$ cat src/rtl/alu_arbiter.sv
// Round-robin arbiter sharing one combinational RV32I ALU between two requesters.
// Legal op: handshake N -> ALU operands N+1 -> response N+2; responses held until consumed.
module alu_arbiter #(
  parameter int WIDTH  = 32,
  parameter int CTRL_W = 4
) (
  input  logic              clk,
  input  logic              rst_n,
  input  logic [1:0]        req_valid,
  output logic [1:0]        req_ready,
  input  logic [WIDTH-1:0]  req_a0,
  input  logic [WIDTH-1:0]  req_b0,
  input  logic [WIDTH-1:0]  req_a1,
  input  logic [WIDTH-1:0]  req_b1,
  input  logic [CTRL_W-1:0] req_ctrl0,
  input  logic [CTRL_W-1:0] req_ctrl1,
  output logic [1:0]        rsp_valid,
  input  logic [1:0]        rsp_ready,
  output logic [WIDTH-1:0]  rsp_result0,
  output logic [WIDTH-1:0]  rsp_result1,
  output logic [1:0]        rsp_zero,
  output logic [1:0]        rsp_err,
  output logic [WIDTH-1:0]  alu_a,
  output logic [WIDTH-1:0]  alu_b,
  output logic [CTRL_W-1:0] alu_ctrl,
  input  logic [WIDTH-1:0]  alu_result,
  input  logic              alu_zero,
  output logic              busy
);

  localparam logic [CTRL_W-1:0] OP_AND = CTRL_W'(0);
  localparam logic [CTRL_W-1:0] OP_OR  = CTRL_W'(1);
  localparam logic [CTRL_W-1:0] OP_ADD = CTRL_W'(2);
  localparam logic [CTRL_W-1:0] OP_SUB = CTRL_W'(6);

  typedef enum logic {S_IDLE, S_EXEC} state_t;

  state_t             r_state;
  logic               r_last_grant;
  logic               r_owner;
  logic               r_busy;
  logic [1:0]         r_rsp_valid;
  logic [1:0]         r_rsp_zero;
  logic [1:0]         r_rsp_err;
  logic [WIDTH-1:0]   r_rsp_result0;
  logic [WIDTH-1:0]   r_rsp_result1;
  logic [WIDTH-1:0]   r_alu_a;
  logic [WIDTH-1:0]   r_alu_b;
  logic [CTRL_W-1:0]  r_alu_ctrl;

  logic [1:0]         w_elig;
  logic [1:0]         w_gnt;
  logic               w_idx;
  logic               w_hs;
  logic               w_legal;
  logic [WIDTH-1:0]   w_a;
  logic [WIDTH-1:0]   w_b;
  logic [CTRL_W-1:0]  w_ctrl;

  // A requester with an unconsumed response is held off so its slot can never be overwritten.
  always_comb begin
    w_elig = req_valid & ~r_rsp_valid;
    if (w_elig == 2'b11) w_gnt = r_last_grant ? 2'b01 : 2'b10;
    else                 w_gnt = w_elig;
    w_idx   = w_gnt[1];
    w_a     = w_idx ? req_a1    : req_a0;
    w_b     = w_idx ? req_b1    : req_b0;
    w_ctrl  = w_idx ? req_ctrl1 : req_ctrl0;
    w_legal = (w_ctrl == OP_AND) || (w_ctrl == OP_OR) ||
              (w_ctrl == OP_ADD) || (w_ctrl == OP_SUB);
  end

  assign req_ready = (r_state == S_IDLE && rst_n) ? w_gnt : 2'b00;
  assign w_hs      = |req_ready;

  always_ff @(posedge clk or negedge rst_n) begin
    if (!rst_n) begin
      r_state       <= S_IDLE;
      r_last_grant  <= 1'b1;
      r_owner       <= 1'b0;
      r_busy        <= 1'b0;
      r_rsp_valid   <= 2'b00;
      r_rsp_zero    <= 2'b00;
      r_rsp_err     <= 2'b00;
      r_rsp_result0 <= '0;
      r_rsp_result1 <= '0;
      r_alu_a       <= '0;
      r_alu_b       <= '0;
      r_alu_ctrl    <= OP_ADD;
    end else begin
      r_rsp_valid <= r_rsp_valid & ~rsp_ready;
      case (r_state)
        S_IDLE: begin
          if (w_hs) begin
            r_last_grant <= w_idx;
            if (w_legal) begin
              r_alu_a    <= w_a;
              r_alu_b    <= w_b;
              r_alu_ctrl <= w_ctrl;
              r_owner    <= w_idx;
              r_busy     <= 1'b1;
              r_state    <= S_EXEC;
            end else begin
              // Illegal opcode completes without touching the ALU inputs.
              r_rsp_valid[w_idx] <= 1'b1;
              r_rsp_zero[w_idx]  <= 1'b0;
              r_rsp_err[w_idx]   <= 1'b1;
              if (w_idx) r_rsp_result1 <= '0;
              else       r_rsp_result0 <= '0;
            end
          end
        end
        S_EXEC: begin
          r_state              <= S_IDLE;
          r_busy               <= 1'b0;
          r_rsp_valid[r_owner] <= 1'b1;
          r_rsp_zero[r_owner]  <= (r_alu_ctrl == OP_SUB) && alu_zero;
          r_rsp_err[r_owner]   <= 1'b0;
          if (r_owner) r_rsp_result1 <= alu_result;
          else         r_rsp_result0 <= alu_result;
        end
      endcase
    end
  end

  assign rsp_valid   = r_rsp_valid;
  assign rsp_zero    = r_rsp_zero;
  assign rsp_err     = r_rsp_err;
  assign rsp_result0 = r_rsp_result0;
  assign rsp_result1 = r_rsp_result1;
  assign alu_a       = r_alu_a;
  assign alu_b       = r_alu_b;
  assign alu_ctrl    = r_alu_ctrl;
  assign busy        = r_busy;

endmodule

$ cat config.mk
export PLATFORM = sky130hd
export DESIGN_NAME = alu_arbiter
export DESIGN_NICKNAME = d
export VERILOG_FILES = /design/src/rtl/alu_arbiter.sv
export SDC_FILE = /design/constraint.sdc
export NUM_CORES = 1
export LEC_CHECK = 0
export CAP_MARGIN = 20
export CORE_MARGIN = 10
export CORE_UTILIZATION = 43
export DETAILED_ROUTE_END_ITERATION = 6
export HOLD_SLACK_MARGIN = 0.12
export PLACE_DENSITY = 0.86
export SYNTH_ARGS = -nofsm -noshare
export SYNTH_HDL_FRONTEND = slang
export SYNTH_SLANG_ARGS = --single-unit
$ cat constraint.sdc
create_clock -name clk -period 3.7 [get_ports clk]
set_input_delay 0.925 -clock clk [delete_from_list [all_inputs] [get_ports clk]]
set_output_delay 0.925 -clock clk [all_outputs]
set_load 0.01 [all_outputs]
==> results of run 1 <==
-- power by group --
group	switching (W)	leakage (nW)	internal, W
combinational	0.00119	2.19	0.00191
sequential	0.000389	1.80	0.00221
clock	0.000657	0.277	0.00107
total	0.00223	4.27	0.00519
-- Yosys cell counts (2+ instances only) --
cell	n
dfrtp_1	140
mux2_2	126
a22o_1	66
mux2_4	10
clkbuf_1	9
buf_2	7
buf_4	5
a21oi_1	4
inv_1	4
nor2_1	4
nor2b_1	4
and2_1	3
buf_1	3
buf_6	3
a21oi_2	2
dfstp_2	2
o21ai_0	2
-- worst max-delay path: stages --
cell and delay, ns:
clkdlybuf4s50_1 0.52, nor2b_1 0.23, o211a_1 0.25, clkdlybuf4s50_1 0.62
-- final cells by class --
type                            instances  area share
Multi-Input combinational cell        235       0.239
Inverter                                5     0.00212
Sequential cell                       142       0.354
Clock buffer                           20      0.0435
Timing Repair Buffer                  324       0.322
Tap cell                              180      0.0224
Clock inverter                         12      0.0163
-- worst max-delay path by stage --
stage	endpoint	startpoint	slack [ns]	depth (start not counted)
5_1_grt	req_ready[0]	req_valid[0]	0.13	4
6_report	req_ready[0]	req_valid[0]	0.23	4
3_3_place_gp	req_ready[0]	req_valid[0]	0.25	4
4_1_cts	req_ready[0]	req_valid[0]	0.23	4
2_1_floorplan	req_ready[1]	req_valid[1]	1.32	3
3_5_place_dp	req_ready[0]	req_valid[0]	0.25	4
-- cell families (layout without fill, tap and decap cells) --
logic type | Yosys count | count (layout)
mux | 136 | 136
flops | 142 | 142
buf+inv | 34 | 361
simple gates | 20 | 20
compound gates | 79 | 79
-- sequential cells by signal (all words and copies together), names as in the netlist, 2 cells and up --
register,cells
rsp_result1,32
alu_a,32
rsp_valid,2
rsp_result0,32
alu_b,32
rsp_zero,2
alu_ctrl,4
rsp_err,2
-- routing by layer --
layer,up-vias,GRT usage,part of all wire
met5,-,0,0
met4,0,0.0620,0.014
met3,19,0.0840,0.084
met2,220,0.373,0.53
met1,2362,0.222,0.38
li1,2162,-,-
-- per-stage QoR --
stage,cell area (um2),util,hold slack [ns],total power (W),std cells
final,10000,0.720,0.502,0.00742,918
after global routing,10000,0.720,0.511,0.00780,918
after CTS,10000,0.720,0.501,0.00753,918
after floorplan,6160,-,0.448,0.00385,411
after global placement,9440,0.677,0.483,0.00564,886
after detailed placement,9440,0.677,0.483,0.00574,886
==> reports/metrics.csv, run 1 <==
stage;metric;value;unit
synth;yosysTopAreaCell;dfrtp_1;
worst_hold_path;worstHoldPathCells;1;
power_and_ir_drop;p_leak;4.27;nW
timing;final_max_slew_viol_count;0;
setup_path;cp.arrival;2.55;ns
layout;register_area;3560;um2
setup_path;startpoint_type;input port;
synth;syn_inst;411;
synth;ys.flop_type;dfrtp_1;
place;routabilityCongestion;0.823;
synth;syn_area_per_cell;15.0;um2
timing;setup_viol;0;
clocking;clock_path_buffers;2;
setup_path;setup.worst_path.class;input port to output pin;
global_routing;grt_max_degree;80;
layout;final_common_cell;clkdlybuf4s50_1;
setup_path;cp-end-kind;output pin;
timing;worst_slew_pin_slew;0.974;ns
timing;grt_setup_unrepaired;no;
place;hpwlAfterDp;15.8;mm
setup_path;r2r_cells;6;
synth;yosysSeqAreaShare;0.577;
routing;drc;0;
setup_path;cp_max_fo;4;
synth;ys_async_sr_fraction;1.00;
clocking;clk_latency;0.42;ns
global_routing;grt_pass1_wl;32.2;mm
clocking;cts_tree;built;
clocking;cts_hold_buf;0;
floorplan;die_h;140;um
synth;synth_area;6160;um2
clocking;htree_num_levels;4;
synth;synthSimpleGateAreaFrac;0.0228;
timing;fmax;0.288;GHz
layout;n_fill_cell;933;
clocking;numCtsBuffers;17;
synth;yosys_warnings;0;
timing;fin_skew;0.0117;ns
timing;maxSlewHeadroom;0.351;
routing;wl;20.8;mm
layout;drive_gt1_frac;0.255;
global_routing;grt_overflow;0;
timing;post-route-min-period;3.47;ns
routing;drt-wirelength-per-cell;22.7;um
routing;dr.pass1.iters;4;
routing;antenna_left;0;
synth;synth_xor_xnor_area_share;0;
clocking;clk_pin_slew_worst_paths;0.05;ns
synth;synth_compound_area_frac;0.111;
run_status;status;completed;
synth;synth_adder_area_share;0;
floorplan;initial_core_util;0.442;
floorplan;rows;43;
setup_path;cp.required;2.77;ns
worst_hold_path;worstHoldEndpoint;alu_b[30];
setup_path;rr_endpoint;alu_ctrl[2];
clocking;cts_resized;0;
global_routing;antenna_found_initial;0;
routing;viasPerCell;5.19;
synth;synth_top_family_by_area;multiplexers;
floorplan;die-area;19500;um2
floorplan;core-area;13900;um2
flow_run;max_cap_violations;0;
synth;ys_ff_latch;142;
power_and_ir_drop;ir_drop;0.000421;V
global_routing;grt_pass1_vias;5430;
synth;synth_cell_types;34;
timing;setup_tns;0;ns
synth;synth_top_area_frac;0.569;
layout;multi_input_area;2400;um2
routing;vias;4763;
routing;drt_iter0_drc;227;
synth;synthMuxAreaShare;0.255;
worst_hold_path;hp-class;register to register;
power_and_ir_drop;powerDensity;739;nW/um2
setup_path;rrSetupSlack;1.49;ns
layout;areaGrowthSynthToFinish;63.0;%
timing;hold_violations;0;
floorplan;die_w;140;um
synth;synth-edff-count;0;
layout;nets;900;
synth;synthTopCellsByArea;dfrtp_1 57%, mux2_2 23%, a22o_1 9.4%;
setup_path;reg2reg_from;r_last_grant;
layout;antenna_cells;0;
clocking;postCtsSetupBuffers;0;
floorplan;pin_count;316;
layout;layout_common_cells;314 x clkdlybuf4s50_1, 140 x dfrtp_1, 126 x mux2_2;
place;io_buffer_count;315;
synth;synth_nets;586;
worst_hold_path;hp-start;alu_b[30];
clocking;clockRootBuffer;clkbuf_16;
timing;worst_slack;0.229;ns
clocking;clkSinkCount;142;
place;pre_cts_ws;0.250;ns
timing;fin_crit_sh;0.938;
global_routing;globalRouteTotalUtil;0.209;
No activity file was read; power rests on OpenSTA's default activity.
==> run 2, diff against run 1 <==
--- a/config.mk
+++ b/config.mk
@@ -6,11 +6,12 @@
 export NUM_CORES = 1
 export LEC_CHECK = 0
 export CAP_MARGIN = 20
-export CORE_MARGIN = 10
+export CORE_MARGIN = 5
 export CORE_UTILIZATION = 43
 export DETAILED_ROUTE_END_ITERATION = 6
 export HOLD_SLACK_MARGIN = 0.12
 export PLACE_DENSITY = 0.86
+export REMOVE_ABC_BUFFERS = 1
 export SYNTH_ARGS = -nofsm -noshare
 export SYNTH_HDL_FRONTEND = slang
 export SYNTH_SLANG_ARGS = --single-unit
==> reports/metrics.csv, run 2 (same netlist as run 1, synthesis figures left out) <==
stage;metric;value;unit;change
power_and_ir_drop;ir_drop;0.000441;V;+4.9%
clocking;clk_latency;0.41;ns;about the same
setup_path;crit_chain;clkdlybuf4s50_1 > nor2b_1 > o211a_1 > clkdlybuf4s50_1;;
clocking;postCtsSetupBuffers;0;;unchanged
place;pre_cts_ws;0.241;ns;-0.00895 ns
run_status;status;completed;;
layout;drive_gt1_frac;0.252;;-0.00237
place;place_inst;885;;-0.11%
layout;layout_common_cells;314 x clkdlybuf4s50_1, 140 x dfrtp_1, 126 x mux2_2;;
layout;areaGrowthSynthToFinish;64.4;%;
power_and_ir_drop;p_leak;4.31;nW;+0.95%
timing;fin_crit_sh;0.935;;-0.00343
setup_path;slowest_stage;clkdlybuf4s50_1;;
layout;final_common_cell;clkdlybuf4s50_1;;
place;hpwlAfterDp;14.4;mm;-8.8%
power_and_ir_drop;p_int;0.00535;W;+3.1%
timing;final_max_slew_viol_count;0;;unchanged
routing;drc;0;;unchanged
timing;maxSlewHeadroom;0.496;;+0.146
setup_path;cp_max_fo;4;;unchanged
place;routabilityCongestion;0.852;;+3.5%
power_and_ir_drop;p_sw_frac;0.290;;-0.0112
timing;setup_viol;0;;unchanged
clocking;cts_resized;0;;unchanged
setup_path;setup.worst_path.class;input port to output pin;;
global_routing;grt_overflow;0;;unchanged
timing;setup_tns;0;ns;unchanged
routing;drt-wirelength-per-cell;21.0;um;-7.4%
floorplan;die-area;16800;um2;-14%
power_and_ir_drop;p_comb_frac;0.411;;-0.007
floorplan;rows;43;;unchanged
floorplan;die_w;130;um;-7.2%
power_and_ir_drop;powerDensity;744;nW/um2;+0.59%
layout;fin_area;10100;um2;+0.89%
setup_path;cp.arrival;2.53;ns;-0.02 ns
power_and_ir_drop;p_seq_frac;0.346;;-0.004
timing;post-route-min-period;3.46;ns;-0.0127 ns
layout;nets;899;;-0.11%
floorplan;initial_core_util;0.440;;-0.00170
clocking;cts_hold_buf;0;;unchanged
power_and_ir_drop;p_clk_frac;0.244;;+0.012
global_routing;grt_pass1_wl;29.3;mm;-9.1%
layout;stdcell_count;918;;unchanged
floorplan;pin_count;316;;unchanged
clocking;clkSinkCount;142;;unchanged
setup_path;cp-end-kind;output pin;;
power_and_ir_drop;switching_power;0.00218;W;-2.3%
clocking;numCtsBuffers;17;;unchanged
place;io_buffer_count;315;;unchanged
routing;drt_iter0_drc;168;;-26%
clocking;clock_path_buffers;2;;unchanged
routing;viasPerCell;5.18;;-0.25%
place;dpl_cell_area;9480;um2;+0.48%
setup_path;startpoint_type;input port;;
global_routing;grt_pass1_vias;5262;;-3.1%
routing;antenna_left;0;;unchanged
timing;fin_skew;0.0115;ns;-0.000249 ns
timing;grt_setup_unrepaired;no;;
routing;dr.pass1.iters;5;;+1
global_routing;globalRouteTotalUtil;0.227;;+0.0178
global_routing;antenna_found_initial;0;;unchanged
routing;wl;19.3;mm;-7.4%
clocking;clk_pin_slew_worst_paths;0.05;ns;about the same
timing;worst_slew_pin_slew;0.755;ns;-0.218 ns
timing;hold_violations;0;;unchanged
global_routing;grt_max_degree;143;;+79%
timing;fmax;0.289;GHz;+0.37%
floorplan;core-area;14000;um2;+0.39%
clocking;htree_num_levels;4;;unchanged
flow_run;max_cap_violations;0;;unchanged
clocking;clockRootBuffer;clkbuf_16;;
setup_path;cp.required;2.77;ns;about the same
worst_hold_path;hp-class;register to register;;
routing;vias;4751;;-0.25%
clocking;cts_tree;built;;
timing;worst_slack;0.242;ns;+0.0127 ns
setup_path;path_common_cell;clkdlybuf4s50_1;;
setup_path;max_stage_delay;0.58;ns;-0.04 ns
floorplan;die_h;130;um;-7.2%
power_and_ir_drop;power;0.00753;W;+1.5%
[run 2: cell count changes in the layout (fill, tap and decap cells not counted), sizes merged]
cell      before  now
inv            6    5
diode          0    1
buf           10    9
clkinv         4    3
clkbuf        20   22
bufinv         3    5
clkinvlp       4    2
[run 2: power by group through the flow]
stage | logic, W | clock network, W | registers (W)
floorplan | 0.000953 | 0 | 0.00287
global route | 0.00329 | 0.00194 | 0.00269
finish | 0.00309 | 0.00184 | 0.00260
CTS | 0.00315 | 0.00187 | 0.00260
global placement | 0.00306 | 0 | 0.00258
detailed placement | 0.00314 | 0 | 0.00260
[run 2: cell type report]
class	instances	area, um2
repair buffers	323	3260
flip-flops and latches	142	3560
inverters	5	21.3
well taps	180	225
diodes	1	2.50
clock buffers	22	454
fillers	863	3860
clock inverters	10	188
multi-input cells	235	2410
[run 2: metal layers]
metal / up-vias / GRT usage / wire (um)
li1: 2154 / - / -
met1: 2345 / 0.273 / 7300
met2: 231 / 0.377 / 9660
met3: 21 / 0.0919 / 2120
met4: 0 / 0.0666 / 187
met5: - / 0 / 0
[run 2: through the flow]
step	util	hold WS [ns]
floorplan	-	0.448
global placement	0.678	0.474
detailed placement	0.678	0.482
CTS	0.724	0.502
global route	0.724	0.520
finish	0.724	0.498
[run 2: path summary, 6_finish.rpt]
path | endpoint | cells after the start | slack [ns] | from
min reg2reg | busy | 1 | 0.50 | r_state
min | busy | 1 | 0.50 | r_state
max reg2reg | alu_a[19] | 6 | 1.58 | r_last_grant
max | req_ready[0] | 4 | 0.24 | req_valid[0]
max in group asynchronous | alu_a[6] | 2 | 2.48 | rst_n
min in group asynchronous | r_state | 2 | 0.61 | rst_n
[run 2: worst max-delay path: cells and delay by family]
family / cells / cell delay (ns)
buf+inv: 2 / 1.10
compound gates: 1 / 0.27
simple gates: 1 / 0.24
==> run 3, diff against run 2 <==
--- a/config.mk
+++ b/config.mk
@@ -7,10 +7,10 @@
 export LEC_CHECK = 0
 export CAP_MARGIN = 20
 export CORE_MARGIN = 5
-export CORE_UTILIZATION = 43
+export CORE_UTILIZATION = 44
 export DETAILED_ROUTE_END_ITERATION = 6
+export DONT_BUFFER_PORTS = 1
 export HOLD_SLACK_MARGIN = 0.12
-export PLACE_DENSITY = 0.86
 export REMOVE_ABC_BUFFERS = 1
 export SYNTH_ARGS = -nofsm -noshare
 export SYNTH_HDL_FRONTEND = slang
==> reports/metrics.csv, run 3 (same netlist as run 1, synthesis figures left out) <==
stage;metric;value;unit;change
run_status;status;completed;;
clocking;postCtsSetupBuffers;0;;unchanged
timing;fin_crit_sh;0.667;;-0.268
global_routing;globalRouteTotalUtil;0.172;;-0.0549
clocking;numCtsBuffers;17;;unchanged
global_routing;antenna_found_initial;0;;unchanged
setup_path;cp_max_fo;143;;+139
timing;setup_tns;0;ns;unchanged
routing;drt_iter0_drc;139;;-17%
layout;nets;583;;-35%
floorplan;die_w;128;um;-1.1%
layout;antenna_cells;0;;-1
routing;drt-wirelength-per-cell;25.0;um;+19%
routing;antenna_left;0;;unchanged
setup_path;crit_buf_inv;0;;-2
setup_path;crit_chain;nor2b_1 > and3_1;;
routing;drc;0;;unchanged
power_and_ir_drop;p_sw_frac;0.336;;+0.0460
power_and_ir_drop;ir_drop;0.000331;V;-25%
routing;wl;15.0;mm;-22%
power_and_ir_drop;p_seq_frac;0.534;;+0.188
place;dpl_cell_area;6280;um2;-34%
timing;final_max_slew_viol_count;0;;unchanged
layout;final_common_cell;dfrtp_1;;
timing;worst_slack;1.23;ns;+0.991 ns
timing;grt_setup_unrepaired;no;;
place;pre_cts_ws;0.873;ns;+0.632 ns
timing;timing.hold.ws;0.200;ns;-0.298 ns
layout;drive_gt1_frac;0.447;;+0.194
clocking;htree_num_levels;4;;unchanged
setup_path;rrSetupSlack;1.36;ns;-0.22 ns
setup_path;setup.worst_path.class;input port to output pin;;
place;routabilityCongestion;0.853;;+0.16%
layout;layout_common_cells;140 x dfrtp_1, 126 x mux2_2, 66 x a22o_1;;
setup_path;max_stage_delay;0.37;ns;-0.21 ns
timing;hold_violations;0;;unchanged
floorplan;pin_count;316;;unchanged
worst_hold_path;hp-class;input port to async pin;;
clocking;clk_latency;0.42;ns;about the same
setup_path;cp.required;2.77;ns;about the same
clocking;cts_resized;0;;unchanged
flow_run;max_cap_violations;0;;unchanged
clocking;cts_tree;built;;
routing;dr.pass1.iters;4;;-1
setup_path;slowest_stage;and3_1;;
floorplan;die-area;16500;um2;-2.1%
routing;viasPerCell;5.81;;+12%
global_routing;grt_max_degree;144;;+0.70%
clocking;clk_pin_slew_worst_paths;0.06;ns;about the same
timing;post-route-min-period;2.47;ns;-0.991 ns
floorplan;rows;43;;unchanged
power_and_ir_drop;p_leak;3.05;nW;-29%
setup_path;cp_top_family;simple AND/OR/NAND/NOR gates;;
power_and_ir_drop;p_int;0.00382;W;-29%
power_and_ir_drop;p_comb_frac;0.192;;-0.219
place;io_buffer_count;0;;-100%
setup_path;cp.arrival;1.54;ns;-0.99 ns
routing;vias;3494;;-26%
timing;setup_viol;0;;unchanged
power_and_ir_drop;switching_power;0.00193;W;-12%
clocking;cts_hold_buf;0;;unchanged
clocking;clock_path_buffers;2;;unchanged
clocking;clkSinkCount;142;;unchanged
global_routing;grt_pass1_wl;21.5;mm;-27%
timing;maxSlewHeadroom;0.701;;+0.205
layout;fin_area;6840;um2;-32%
global_routing;grt_overflow;0;;unchanged
place;hpwlAfterDp;10.9;mm;-24%
global_routing;grt_pass1_vias;3655;;-31%
setup_path;startpoint_type;input port;;
timing;fmax;0.405;GHz;+40%
layout;areaGrowthSynthToFinish;11.0;%;
power_and_ir_drop;p_clk_frac;0.274;;+0.030
floorplan;core-area;13800;um2;-1.2%
setup_path;cp-end-kind;output pin;;
timing;worst_slew_pin_slew;0.448;ns;-0.307 ns
power_and_ir_drop;powerDensity;841;nW/um2;+13%
layout;postLayoutCoreUtil;0.494;;-0.229
floorplan;initial_core_util;0.445;;+0.00514
floorplan;die_h;128;um;-1.1%
clocking;clockRootBuffer;clkbuf_16;;
timing;fin_skew;0.0171;ns;+0.00559 ns
run 3: power groups by stage:
stage / combinational, W / sequential [W] / clock (W)
finish: 0.00110 / 0.00307 / 0.00158
global route: 0.00121 / 0.00316 / 0.00168
floorplan: 0.000953 / 0.00287 / 0
detailed placement: 0.00113 / 0.00310 / 0
global placement: 0.00107 / 0.00311 / 0
CTS: 0.00112 / 0.00309 / 0.00162
run 3: path summary, 6_finish.rpt:
check                                   from             end  cells after the start
worst max register to register  r_last_grant        alu_a[7]                      6
worst max-delay path                   rst_n    req_ready[1]                      2
max in group asynchronous              rst_n    r_last_grant                      0
worst min-delay path                   rst_n  rsp_result1[6]                      0
min in group clk                     r_state            busy                      1
worst min register to register       r_state            busy                      1
run 3: metal layers:
layer,global-route usage,vias up,wire (um)
li1,-,1516,-
met3,0.0971,9,1980
met2,0.284,211,7570
met4,0.0543,0,122
met5,0,-,0
met1,0.188,1758,5350
run 3: metrics by stage:
step / instances / total power, W
after detailed placement: 569 / 0.00423
after floorplan: 382 / 0.00382
after global routing: 601 / 0.00605
final: 601 / 0.00575
after CTS: 601 / 0.00583
after global placement: 569 / 0.00418
run 3: area by class of cell:
class	count	area, um2
fillers	1210	6990
flip-flops and latches	142	3560
multi-input cells	235	2400
clock buffers	19	453
well taps	180	225
clock inverters	13	104
repair buffers	7	77.6
inverters	5	21.3
run 3: worst reg2reg max path, cell delays in order, from the launching register on:
cell,delay [ns]
dfstp_2,0.58
nand3b_4,0.12
a2111oi_4,0.38
o21ai_2,0.13
inv_4,0.36
buf_4,0.30
mux2_2,0.36
